**src/rtl/dc_index_extractor_arb_pkg.sv**
```systemverilog
// Shared types and default geometry for the DRAM-cache index extractor/arbiter.
// The descriptor struct describes the default configuration; the top packs the same field order.
package dc_pkg;

  localparam int DC_ID_W     = 16;
  localparam int DC_ADDR_W   = 64;
  localparam int DC_OFFSET_W = 6;
  localparam int DC_INDEX_W  = 20;
  localparam int DC_SEQ_W    = 8;

  localparam int TAG_W  = DC_ADDR_W - DC_INDEX_W - DC_OFFSET_W;
  localparam int DESC_W = DC_SEQ_W + 1 + DC_ID_W + TAG_W + DC_INDEX_W + DC_OFFSET_W;

  typedef struct packed {
    logic [DC_SEQ_W-1:0]    seq;
    logic                   is_wr;
    logic [DC_ID_W-1:0]     id;
    logic [TAG_W-1:0]       tag;
    logic [DC_INDEX_W-1:0]  index;
    logic [DC_OFFSET_W-1:0] offset;
  } dc_desc_t;

  typedef enum logic {
    ARB_RD_PRIO = 1'b0,
    ARB_RR      = 1'b1
  } arb_mode_e;

  typedef enum logic {
    RR_READ  = 1'b0,
    RR_WRITE = 1'b1
  } rr_side_e;

  // tag + index + offset always spans the full address, so only the address width matters.
  function automatic int dc_desc_width(int seq_w, int id_w, int addr_w);
    return seq_w + 1 + id_w + addr_w;
  endfunction

endpackage

```
**src/rtl/dc_index_extractor_arb_if.sv**
```systemverilog
// Host AR/AW request ports, tag-array AR issue port and tag-FIFO write port as one bundle.
// slave is the extractor's view, master is the surrounding system's view.
interface dc_index_extractor_arb_if #(
  parameter int ID_W   = dc_pkg::DC_ID_W,
  parameter int ADDR_W = dc_pkg::DC_ADDR_W,
  parameter int SEQ_W  = dc_pkg::DC_SEQ_W,
  parameter int DESC_W = dc_pkg::DESC_W
);

  logic [ID_W-1:0]   arid_i;
  logic [ADDR_W-1:0] araddr_i;
  logic              arvalid_i;
  logic              arready_o;

  logic [ID_W-1:0]   awid_i;
  logic [ADDR_W-1:0] awaddr_i;
  logic              awvalid_i;
  logic              awready_o;

  logic [SEQ_W-1:0]  arid_o;
  logic [ADDR_W-1:0] araddr_o;
  logic              arvalid_o;
  logic              arready_i;

  logic              tag_fifo_afull_i;
  logic              tag_fifo_wren_o;
  logic [DESC_W-1:0] tag_fifo_data_o;

  modport slave (
    input  arid_i, araddr_i, arvalid_i,
    input  awid_i, awaddr_i, awvalid_i,
    input  arready_i, tag_fifo_afull_i,
    output arready_o, awready_o,
    output arid_o, araddr_o, arvalid_o,
    output tag_fifo_wren_o, tag_fifo_data_o
  );

  modport master (
    output arid_i, araddr_i, arvalid_i,
    output awid_i, awaddr_i, awvalid_i,
    output arready_i, tag_fifo_afull_i,
    input  arready_o, awready_o,
    input  arid_o, araddr_o, arvalid_o,
    input  tag_fifo_wren_o, tag_fifo_data_o
  );

endinterface

```
**src/rtl/dc_index_extractor_arb_rr_arb2.sv**
```systemverilog
// Two-requester (read/write) arbiter: fixed read priority or round robin.
// The round-robin pointer only moves when both sides contend and the winner is accepted.
module dc_rr_arb2
  import dc_pkg::*;
(
  input  logic      clk,
  input  logic      rst,
  input  arb_mode_e mode_i,
  input  logic      req_rd_i,
  input  logic      req_wr_i,
  input  logic      accept_i,
  output logic      grant_rd_o,
  output logic      grant_wr_o
);

  rr_side_e ptr_q;
  rr_side_e ptr_d;
  logic     contended;

  assign contended = req_rd_i & req_wr_i;

  // NOTE: every output of this block gets a default first, so no path can leave one
  // unassigned and infer a latch.
  always_comb begin
    grant_rd_o = 1'b0;
    grant_wr_o = 1'b0;
    ptr_d      = ptr_q;

    if (contended) begin
      if (mode_i == ARB_RR && ptr_q == RR_WRITE) begin
        grant_wr_o = 1'b1;
      end else begin
        grant_rd_o = 1'b1;
      end
      if (accept_i && mode_i == ARB_RR) begin
        ptr_d = (ptr_q == RR_WRITE) ? RR_READ : RR_WRITE;
      end
    end else begin
      grant_rd_o = req_rd_i;
      grant_wr_o = req_wr_i;
    end
  end

  // NOTE: state registers use non-blocking assignments so every flop samples the
  // pre-edge values regardless of statement order.
  always_ff @(posedge clk or posedge rst) begin
    if (rst) begin
      ptr_q <= RR_READ;
    end else begin
      ptr_q <= ptr_d;
    end
  end

endmodule

```
**src/rtl/dc_index_extractor_arb.sv**
```systemverilog
// Arbitrates host AR/AW requests, splits the address into tag/index/offset, issues a
// tag-array read and writes a lookup descriptor {seq, is_wr, id, tag, index, offset}.
module dc_index_extractor_arb
  import dc_pkg::*;
#(
  parameter int                ID_W      = DC_ID_W,
  parameter int                ADDR_W    = DC_ADDR_W,
  parameter int                OFFSET_W  = DC_OFFSET_W,
  parameter int                INDEX_W   = DC_INDEX_W,
  parameter int                SEQ_W     = DC_SEQ_W,
  parameter int                SET_BYTES = 64,
  parameter logic [ADDR_W-1:0] TAG_BASE  = '0,
  parameter bit                ARB_MODE  = 1'b0
) (
  input logic                    clk,
  input logic                    rst,
  dc_index_extractor_arb_if.slave bus
);

  localparam int TAG_BITS  = ADDR_W - INDEX_W - OFFSET_W;
  localparam int DESC_BITS = dc_desc_width(SEQ_W, ID_W, ADDR_W);

  logic can_acc;
  logic grant_rd;
  logic grant_wr;
  logic acc_rd;
  logic acc_wr;
  logic accept;

  logic [ADDR_W-1:0]   sel_addr;
  logic [ID_W-1:0]     sel_id;
  logic [TAG_BITS-1:0] f_tag;
  logic [INDEX_W-1:0]  f_index;
  logic [OFFSET_W-1:0] f_offset;
  logic [ADDR_W-1:0]   tag_addr;
  logic [DESC_BITS-1:0] desc;

  logic                 arvalid_q, arvalid_d;
  logic [SEQ_W-1:0]     arid_q,    arid_d;
  logic [ADDR_W-1:0]    araddr_q,  araddr_d;
  logic                 wren_q,    wren_d;
  logic [DESC_BITS-1:0] data_q,    data_d;
  logic [SEQ_W-1:0]     seq_q,     seq_d;

  // A held request that is being taken this cycle frees the output register.
  assign can_acc = (~arvalid_q | bus.arready_i) & ~bus.tag_fifo_afull_i;

  dc_rr_arb2 u_arb (
    .clk        (clk),
    .rst        (rst),
    .mode_i     (arb_mode_e'(ARB_MODE)),
    .req_rd_i   (bus.arvalid_i),
    .req_wr_i   (bus.awvalid_i),
    .accept_i   (can_acc),
    .grant_rd_o (grant_rd),
    .grant_wr_o (grant_wr)
  );

  assign acc_rd = can_acc & grant_rd;
  assign acc_wr = can_acc & grant_wr;
  assign accept = acc_rd | acc_wr;

  assign bus.arready_o = acc_rd;
  assign bus.awready_o = acc_wr;

  assign sel_addr = grant_wr ? bus.awaddr_i : bus.araddr_i;
  assign sel_id   = grant_wr ? bus.awid_i   : bus.arid_i;

  assign f_offset = sel_addr[OFFSET_W-1:0];
  assign f_index  = sel_addr[OFFSET_W +: INDEX_W];
  assign f_tag    = sel_addr[ADDR_W-1 -: TAG_BITS];

  // Set address wraps modulo 2^ADDR_W, which plain ADDR_W-wide arithmetic gives for free.
  assign tag_addr = TAG_BASE + ADDR_W'(f_index) * ADDR_W'(SET_BYTES);

  assign desc = {seq_q, grant_wr, sel_id, f_tag, f_index, f_offset};

  always_comb begin
    arvalid_d = arvalid_q;
    arid_d    = arid_q;
    araddr_d  = araddr_q;
    wren_d    = 1'b0;
    data_d    = data_q;
    seq_d     = seq_q;

    if (accept) begin
      arvalid_d = 1'b1;
      arid_d    = seq_q;
      araddr_d  = tag_addr;
      wren_d    = 1'b1;
      data_d    = desc;
      seq_d     = seq_q + SEQ_W'(1);
    end else if (bus.arready_i) begin
      arvalid_d = 1'b0;
    end
  end

  // NOTE: the datapath registers are reset too, because the outputs they drive must
  // read as zero out of reset, not just the valid/wren qualifiers.
  always_ff @(posedge clk or posedge rst) begin
    if (rst) begin
      arvalid_q <= 1'b0;
      arid_q    <= '0;
      araddr_q  <= '0;
      wren_q    <= 1'b0;
      data_q    <= '0;
      seq_q     <= '0;
    end else begin
      arvalid_q <= arvalid_d;
      arid_q    <= arid_d;
      araddr_q  <= araddr_d;
      wren_q    <= wren_d;
      data_q    <= data_d;
      seq_q     <= seq_d;
    end
  end

  assign bus.arvalid_o       = arvalid_q;
  assign bus.arid_o          = arid_q;
  assign bus.araddr_o        = araddr_q;
  assign bus.tag_fifo_wren_o = wren_q;
  assign bus.tag_fifo_data_o = data_q;

endmodule

```
**src/flat_wrapper.sv**
```systemverilog
// flat-port wrapper written by rule: the top's interface ports become plain ports
module dc_index_extractor_arb_flat import dc_pkg::*;
#(
  parameter int                ID_W      = DC_ID_W,
  parameter int                ADDR_W    = DC_ADDR_W,
  parameter int                OFFSET_W  = DC_OFFSET_W,
  parameter int                INDEX_W   = DC_INDEX_W,
  parameter int                SEQ_W     = DC_SEQ_W,
  parameter int                SET_BYTES = 64,
  parameter logic [ADDR_W-1:0] TAG_BASE  = '0,
  parameter bit                ARB_MODE  = 1'b0
)
  (clk, rst, bus_arid_i, bus_araddr_i, bus_arvalid_i, bus_awid_i, bus_awaddr_i, bus_awvalid_i, bus_arready_i, bus_tag_fifo_afull_i, bus_arready_o, bus_awready_o, bus_arid_o, bus_araddr_o, bus_arvalid_o, bus_tag_fifo_wren_o, bus_tag_fifo_data_o);
  dc_index_extractor_arb_if #(.ID_W(ID_W), .ADDR_W(ADDR_W), .SEQ_W(SEQ_W)) bus_i ();
  input logic clk;
  input logic rst;
  input wire logic [$bits(bus_i.arid_i)-1:0] bus_arid_i;
  input wire logic [$bits(bus_i.araddr_i)-1:0] bus_araddr_i;
  input wire logic [$bits(bus_i.arvalid_i)-1:0] bus_arvalid_i;
  input wire logic [$bits(bus_i.awid_i)-1:0] bus_awid_i;
  input wire logic [$bits(bus_i.awaddr_i)-1:0] bus_awaddr_i;
  input wire logic [$bits(bus_i.awvalid_i)-1:0] bus_awvalid_i;
  input wire logic [$bits(bus_i.arready_i)-1:0] bus_arready_i;
  input wire logic [$bits(bus_i.tag_fifo_afull_i)-1:0] bus_tag_fifo_afull_i;
  output wire logic [$bits(bus_i.arready_o)-1:0] bus_arready_o;
  output wire logic [$bits(bus_i.awready_o)-1:0] bus_awready_o;
  output wire logic [$bits(bus_i.arid_o)-1:0] bus_arid_o;
  output wire logic [$bits(bus_i.araddr_o)-1:0] bus_araddr_o;
  output wire logic [$bits(bus_i.arvalid_o)-1:0] bus_arvalid_o;
  output wire logic [$bits(bus_i.tag_fifo_wren_o)-1:0] bus_tag_fifo_wren_o;
  output wire logic [$bits(bus_i.tag_fifo_data_o)-1:0] bus_tag_fifo_data_o;
  assign bus_i.arid_i = bus_arid_i;
  assign bus_i.araddr_i = bus_araddr_i;
  assign bus_i.arvalid_i = bus_arvalid_i;
  assign bus_i.awid_i = bus_awid_i;
  assign bus_i.awaddr_i = bus_awaddr_i;
  assign bus_i.awvalid_i = bus_awvalid_i;
  assign bus_i.arready_i = bus_arready_i;
  assign bus_i.tag_fifo_afull_i = bus_tag_fifo_afull_i;
  assign bus_arready_o = bus_i.arready_o;
  assign bus_awready_o = bus_i.awready_o;
  assign bus_arid_o = bus_i.arid_o;
  assign bus_araddr_o = bus_i.araddr_o;
  assign bus_arvalid_o = bus_i.arvalid_o;
  assign bus_tag_fifo_wren_o = bus_i.tag_fifo_wren_o;
  assign bus_tag_fifo_data_o = bus_i.tag_fifo_data_o;
  dc_index_extractor_arb #(.ID_W(ID_W), .ADDR_W(ADDR_W), .OFFSET_W(OFFSET_W), .INDEX_W(INDEX_W), .SEQ_W(SEQ_W), .SET_BYTES(SET_BYTES), .TAG_BASE(TAG_BASE), .ARB_MODE(ARB_MODE)) u_core (.clk(clk), .rst(rst), .bus(bus_i));
endmodule
```
**config.mk**
```make
export PLATFORM = sky130hd
export DESIGN_NAME = dc_index_extractor_arb_flat
export DESIGN_NICKNAME = d
export VERILOG_FILES = /design/src/rtl/dc_index_extractor_arb_pkg.sv /design/src/rtl/dc_index_extractor_arb_if.sv /design/src/rtl/dc_index_extractor_arb_rr_arb2.sv /design/src/rtl/dc_index_extractor_arb.sv /design/src/flat_wrapper.sv
export SDC_FILE = /design/constraint.sdc
export NUM_CORES = 1
export LEC_CHECK = 0
export BUFFER_PORTS_ARGS = -buffer_cell sky130_fd_sc_hd__buf_2
export CELL_PAD_IN_SITES_DETAIL_PLACEMENT = 1
export CELL_PAD_IN_SITES_GLOBAL_PLACEMENT = 1
export CORE_MARGIN = 1
export CORE_UTILIZATION = 30
export CTS_CLUSTER_DIAMETER = 120
export DETAILED_ROUTE_END_ITERATION = 6
export PLACE_DENSITY_LB_ADDON = 0.1
export SLEW_MARGIN = 40
export SYNTH_ARGS = -nofsm -noshare
export SYNTH_HDL_FRONTEND = slang
export SYNTH_SLANG_ARGS = --single-unit
```
**constraint.sdc**
```tcl
create_clock -name clk -period 4.5 [get_ports clk]
set_input_delay 0.9 -clock clk [delete_from_list [all_inputs] [get_ports clk]]
set_output_delay 0.9 -clock clk [all_outputs]
set_load 0.1 [all_outputs]
```
==> flow_metrics.py, run 1 <==
metrics = {
    "outcome": {
        "status": "complete, no violations",
    },
    "die": {
        "dieArea_um2": 17300,
        "row_count": 46,
        "core_um2": 16100,
        "io_pins": 331,
        "dieHeight_um": 131,
        "initial_core_util_pct": 31.2,
        "die_x_um": 131,
    },
    "detailed_routing": {
        "drt-total-wl_mm": 13.6,
        "routedWlPerCell_um": 14.5,
        "drcViolationCount": 0,
        "via_per_inst": 4.31,
        "first_pass_iters": 4,
        "vias": 4054,
        "drtIter0Drc": 62,
        "ant_nets": 0,
    },
    "final_layout": {
        "final_nets": 888,
        "n_antenna_cell": 0,
        "syn2layout_area_growth_pct": 29.8,
        "instances_no_fill": 940,
        "layout-drive-gt1-share_pct": 43.6,
    },
    "clocking": {
        "cts_max_path_buffers": 2,
        "cts_root_buf": "clkbuf_16",
        "cts_buffers": 9,
        "cts.sinks": 99,
        "clk_latency_ns": 0.34,
        "hold_buffers": 0,
        "cts.htree.levels": 3,
        "post_cts_buffers": 0,
        "cts_tree": "done",
        "cts_resized": 0,
        "clk_pin_slew_ns": 0.06,
    },
    "synthesis": {
        "synthCells": 476,
        "post-synth-top-count-cell": "dfrtp_1",
        "ys_top_cells_by_count": "dfrtp_1, nor2_1, a21oi_1, buf_4, mux2i_1",
        "synth.avg_cell_area_um2": 10.6,
        "synth_area_leaders": "dfrtp_1, mux2i_1, buf_4",
        "synth_top_area_share_pct": 49.3,
        "async_reset_ff_share_pct": 100,
        "synth.ff_latch_count": 99,
        "synth_edf_count": 0,
        "ys.flop_type": "dfrtp_1",
        "seq_area_frac_synth_pct": 49.3,
        "synth.distinct_cells": 25,
        "yosysWarnings": 0,
        "yosysTopAreaCell": "dfrtp_1",
        "synth_area_um2": 5030,
    },
    "timing": {
        "final-setup-viol-count": 0,
        "slew_headroom_pct": 52.3,
        "rsz0062_at_grt": "no",
        "worst_slew_pin_slew_ns": 0.716,
        "fin_skew_ns": 0.00287,
        "max_freq_mhz": 368,
        "fin_tns_setup_ns": 0,
        "slew_viol_final": 0,
        "hold_viol_final": 0,
        "min_period_ns": 2.72,
        "final.period_utilization_pct": 60.4,
    },
    "grt": {
        "antenna_found_initial": 0,
        "grtUsageTotal_pct": 16.1,
        "grt_max_degree": 151,
        "grt_pass1_wl_mm": 22.1,
        "overflow": 0,
        "grt_pass1_vias": 4306,
    },
    "placed_design": {
        "place_congestion": 0.772,
        "numPlacedInstances": 926,
        "dpl.hpwl_mm": 10.4,
        "port_buffers": 286,
    },
    "power_and_ir_drop": {
        "vdd_drop_max_uv": 365,
        "pwr_density_cell_nw_per_um2": 686,
        "leakage_nw": 3.22,
    },
    "worst_setup_path": {
        "reg2reg_slack_ns": 2.69,
        "arrival_ns": 1.82,
        "path_class": "in -> out",
        "end_kind": "output pin",
        "cp_max_fo": 4,
        "cp-start-kind": "primary input",
        "worstPathRequired_ns": 3.60,
    },
    "hold_path": {
        "hold_class": "reg -> reg",
    },
    "job": {
        "max-cap-violations": 0,
    },
}
-- path summary, 6_finish.rpt --
kind | startpoint | end | cells after the start
max | bus_arready_i | bus_arready_o | 5
min | u_core.seq_q[7]$_DFFE_PP0P_ | u_core.seq_q[7]$_DFFE_PP0P_ | 1
max reg2reg | u_core.bus.arvalid_o$_DFFE_PP0P_ | u_core.bus.tag_fifo_data_o[88]$_DFFE_PP0P_ | 4
min reg2reg | u_core.seq_q[7]$_DFFE_PP0P_ | u_core.seq_q[7]$_DFFE_PP0P_ | 1
max in group asynchronous | rst | u_core.bus.tag_fifo_data_o[67]$_DFFE_PP0P_ | 3
min in group asynchronous | rst | u_core.bus.tag_fifo_data_o[61]$_DFFE_PP0P_ | 2
-- final cells by class --
type                       instances  area (um^2)
clock inverter                     2         60.1
timing repair buffer             291         1480
clock buffer                      12          256
multi-input combinational        319         1970
inverter                           1         8.76
sequential                        99         2480
tap                              216          270
fill                            1931         9590
-- layer usage --
metal	up-vias	track usage (%)	wire length [um]
met4	0	5.23	161
met2	189	28.2	6850
met3	11	4.28	1070
li1	1976	-	-
met1	1878	18.9	5510
met5	-	0	0
-- power by group --
| part | switching, W | leakage [nW] | internal, W |
|---|---|---|---|
| logic | 0.00209 | 1.95 | 0.000342 |
| clock network | 0.000322 | 0.155 | 0.000512 |
| registers | 0.000131 | 1.12 | 0.00107 |
-- sequential cells by signal, summed over array words and instances (netlist names) --
signal / count
u_core.bus.tag_fifo_data_o: 82
u_core.bus.arid_o: 7
u_core.seq_q: 8
u_core.bus.tag_fifo_wren_o: 1
u_core.bus.arvalid_o: 1
-- kinds of logic (layout without fill, tap and decap cells) --
family,Yosys count,in the layout,share of synthesized area [%]
buffers and inverters,101,306,14.9
DFF,99,99,49.3
and+or+nand+nor,97,97,8.29
muxes,89,89,17.9
AOI/OAI and AO/OA,81,81,8.06
xor gates and xnor gates,7,7,1.22
adders and majority gates,1,1,0.249
other,1,44,0.0746
-- metrics by stage --
step                total power [W]  hold slack, ns  util, %  instance area [um^2]  setup slack, ns
CTS                         0.00454           0.479     40.5                  6530             1.78
global placement            0.00366           0.466     38.5                  6210             1.84
finish                      0.00448           0.467     40.5                  6530             1.78
global route                0.00466           0.490     40.5                  6530             1.71
floorplan                   0.00338           0.440        -                  5190             1.01
detailed placement          0.00368           0.468     38.5                  6210             1.78
-- worst max-delay path, stage by stage --
cell and delay, ns:
buf_2 0.11, nor2b_4 0.06, nor2_1 0.15, and2_1 0.17, buf_2 0.43
-- layout by cell type, fill, tap and decap left out, types with 2 or more instances in the layout --
| cell | synthesis | routed |
|---|---|---|
| buf_2 | 11 | 286 |
| dfrtp_1 | 99 | 99 |
| nor2_1 | 83 | 83 |
| a21oi_1 | 81 | 81 |
| mux2i_1 | 80 | 80 |
| conb_1 | 1 | 44 |
| clkbuf_16 | 0 | 9 |
| mux2_2 | 6 | 6 |
| xnor2_1 | 5 | 5 |
| buf_4 | 81 | 4 |
| nand3_1 | 3 | 3 |
| mux2_1 | 3 | 3 |
| nor2b_4 | 1 | 2 |
| and2_1 | 2 | 2 |
| xor2_1 | 2 | 2 |
| nand4_1 | 2 | 2 |
| clkbuf_8 | 0 | 2 |
| bufinv_16 | 0 | 2 |
No activity file was read; power rests on OpenSTA's default activity.
==> inputs of run 2 (changes only) <==
--- a/config.mk
+++ b/config.mk
@@ -9,7 +9,7 @@
 export CELL_PAD_IN_SITES_DETAIL_PLACEMENT = 1
 export CELL_PAD_IN_SITES_GLOBAL_PLACEMENT = 1
 export CORE_MARGIN = 1
-export CORE_UTILIZATION = 30
+export CORE_UTILIZATION = 27
 export CTS_CLUSTER_DIAMETER = 120
 export DETAILED_ROUTE_END_ITERATION = 6
 export PLACE_DENSITY_LB_ADDON = 0.1
==> constraint.sdc (replaced) <==
create_clock -name clk -period 2.35 [get_ports clk]
set_input_delay 0.47 -clock clk [delete_from_list [all_inputs] [get_ports clk]]
set_output_delay 0.47 -clock clk [all_outputs]
set_load 0.1 [all_outputs]
==> run 2 against run 1 <==
  * The run now ends with DRC left
  * Die area increased by 11%
  * Worst setup slack got worse by 1.5 ns
  * Non-clock buffer count rose by 5
  * Cell count is 2.1% higher
  * Clock skew is 0.0050 ns higher
  * Core utilization shrank 3.8 points
  * Clock-buffer cell count up 1
  * Critical path type is now reg -> out
  * Largest cell class unchanged
==> flow_metrics.py, run 2 (synthesis results as in run 1) <==
metrics = {
    "outcome": {
        "status": "finished, violations left",
        "violations": "DRC",
    },
    "detailed_routing": {
        "drcViolationCount": 47,
        "vias": 4106,
        "drtIter0Drc": 183,
        "ant_nets": 0,
        "drt-total-wl_mm": 14.2,
        "first_pass_iters": 7,
        "routedWlPerCell_um": 14.8,
        "via_per_inst": 4.28,
    },
    "grt": {
        "overflow": 0,
        "grt_max_degree": 57,
        "antenna_found_initial": 0,
        "grt_pass1_vias": 4242,
        "grt_pass1_wl_mm": 22.3,
        "grtUsageTotal_pct": 14.8,
    },
    "final_layout": {
        "n_antenna_cell": 0,
        "regArea_um2": 2480,
        "final_nets": 893,
        "multiInputGateArea_um2": 1970,
        "fillers": 2182,
        "layout_common_cells": "buf_2, dfrtp_1, nor2_1",
        "largest_reg_flops": 82,
        "syn2layout_area_growth_pct": 31.8,
        "layout.cells.most_common": "buf_2",
        "layout-drive-gt1-share_pct": 44.6,
        "final_core_util_pct": 36.7,
    },
    "worst_setup_path": {
        "worstPathRequired_ns": 1.88,
        "cp_max_fo": 4,
        "path_class": "reg -> out",
        "arrival_ns": 1.58,
        "r2r-end": "u_core.bus.tag_fifo_data_o[72]$_DFFE_PP0P_",
        "rr_startpoint": "u_core.bus.arvalid_o$_DFFE_PP0P_",
        "reg2reg_slack_ns": 0.49,
        "end_kind": "output pin",
        "critPathSlowestCell": "buf_2",
        "slowest_delay_ns": 0.42,
        "worstPathCellList": "nor2b_4, nor2_1, and2_2, buf_2",
        "cp-start-kind": "flip-flop",
        "rr_worst_depth": 5,
    },
    "clocking": {
        "cts_buffers": 9,
        "cts.sinks": 99,
        "cts_tree": "done",
        "clk_latency_ns": 0.34,
        "clk_pin_slew_ns": 0.07,
        "cts.htree.levels": 3,
        "post_cts_buffers": 0,
        "cts_max_path_buffers": 2,
        "cts_resized": 0,
        "cts_root_buf": "clkbuf_16",
        "hold_buffers": 0,
    },
    "power_and_ir_drop": {
        "vdd_drop_max_uv": 696,
        "p_comb_share_pct": 55.4,
        "p_clk_share_pct": 17.3,
        "pwr_density_cell_nw_per_um2": 1280,
        "p_sw_w": 0.00493,
        "leakage_nw": 3.25,
        "p_seq_share_pct": 27.3,
        "p_int_w": 0.00357,
        "p_sw_share_pct": 58.0,
        "totalPowerFinal_w": 0.00849,
    },
    "die": {
        "dieArea_um2": 19200,
        "core_um2": 18100,
        "dieHeight_um": 138,
        "io_pins": 331,
        "die_x_um": 138,
        "row_count": 49,
        "initial_core_util_pct": 27.8,
    },
    "timing": {
        "rsz0062_at_grt": "no",
        "slew_headroom_pct": 54.6,
        "max_freq_mhz": 489,
        "fin_skew_ns": 0.00786,
        "final.period_utilization_pct": 87.0,
        "worst_slew_pin_slew_ns": 0.679,
        "hold_viol_final": 0,
        "fin_tns_setup_ns": 0,
        "slew_viol_final": 0,
        "min_period_ns": 2.05,
        "final-setup-viol-count": 0,
    },
    "placed_design": {
        "place_congestion": 0.783,
        "port_buffers": 286,
        "dpl.hpwl_mm": 11.1,
    },
    "hold_path": {
        "hold_class": "in -> async",
    },
    "job": {
        "max-cap-violations": 0,
    },
}
==> run 2: cell count changes in the layout (fill, tap and decap cells not counted), moves of 2 or more <==
cell	change
clkbuf_8	+2
buf_12	+5
and2_1	-2
and2_2	+2
bufinv_16	-2
clkinvlp_4	+3
==> run 2: how the worst max path moves through the flow <==
stage,start,endpoint,slack [ns],cells after the start
floorplan,u_core.bus.arvalid_o$_DFFE_PP0P_,bus_arready_o,0.19,3
global placement,bus_arvalid_i,u_core.bus.tag_fifo_data_o[16]$_DFFE_PP0P_,0.44,6
detailed placement,bus_arvalid_i,u_core.bus.tag_fifo_data_o[55]$_DFFE_PP0P_,0.32,6
CTS,u_core.bus.arvalid_o$_DFFE_PP0P_,bus_arready_o,0.28,4
global route,u_core.bus.arvalid_o$_DFFE_PP0P_,bus_arready_o,0.23,4
finish,u_core.bus.arvalid_o$_DFFE_PP0P_,bus_arready_o,0.30,4
==> run 2: worst max-delay path: cells and delay by family (launching register included) <==
family                 cells  cell delay (ns)
and+or+nand+nor            3             0.45
DFF                        1             0.37
buffers and inverters      1             0.42
==> run 2: cell type report <==
cell class	instances	area share (%)
Sequential cell	99	37.4
Multi-Input combinational cell	319	29.8
Timing Repair Buffer	296	23.9
Tap cell	229	4.32
Clock buffer	13	4.23
Clock inverter	3	0.302
Inverter	1	0.113
==> run 2: power by group through the flow <==
stage	clock network, W	logic, W	registers, W
detailed placement	0	0.00473	0.00236
finish	0.00147	0.00470	0.00232
global route	0.00160	0.00486	0.00239
global placement	0	0.00469	0.00235
floorplan	0	0.00194	0.00454
CTS	0.00154	0.00474	0.00233
==> run 2: metal layers <==
layer	part of all wire [%]	up-vias	wire length [um]	GRT usage, %
met5	0	-	0	0
met4	0.74	0	105	4.44
met3	9.1	8	1290	3.91
met2	50	199	7020	25.3
met1	41	1914	5760	18.2
li1	-	1985	-	-
==> run 2: metrics by stage <==
step	setup slack (ns)	hold slack, ns	instances	instance area, um^2
floorplan	0.190	0.440	519	5200
global placement	0.439	0.419	944	6330
detailed placement	0.317	0.427	944	6330
CTS	0.279	0.0529	960	6630
global route	0.230	0.0567	960	6630
finish	0.305	0.0620	960	6630
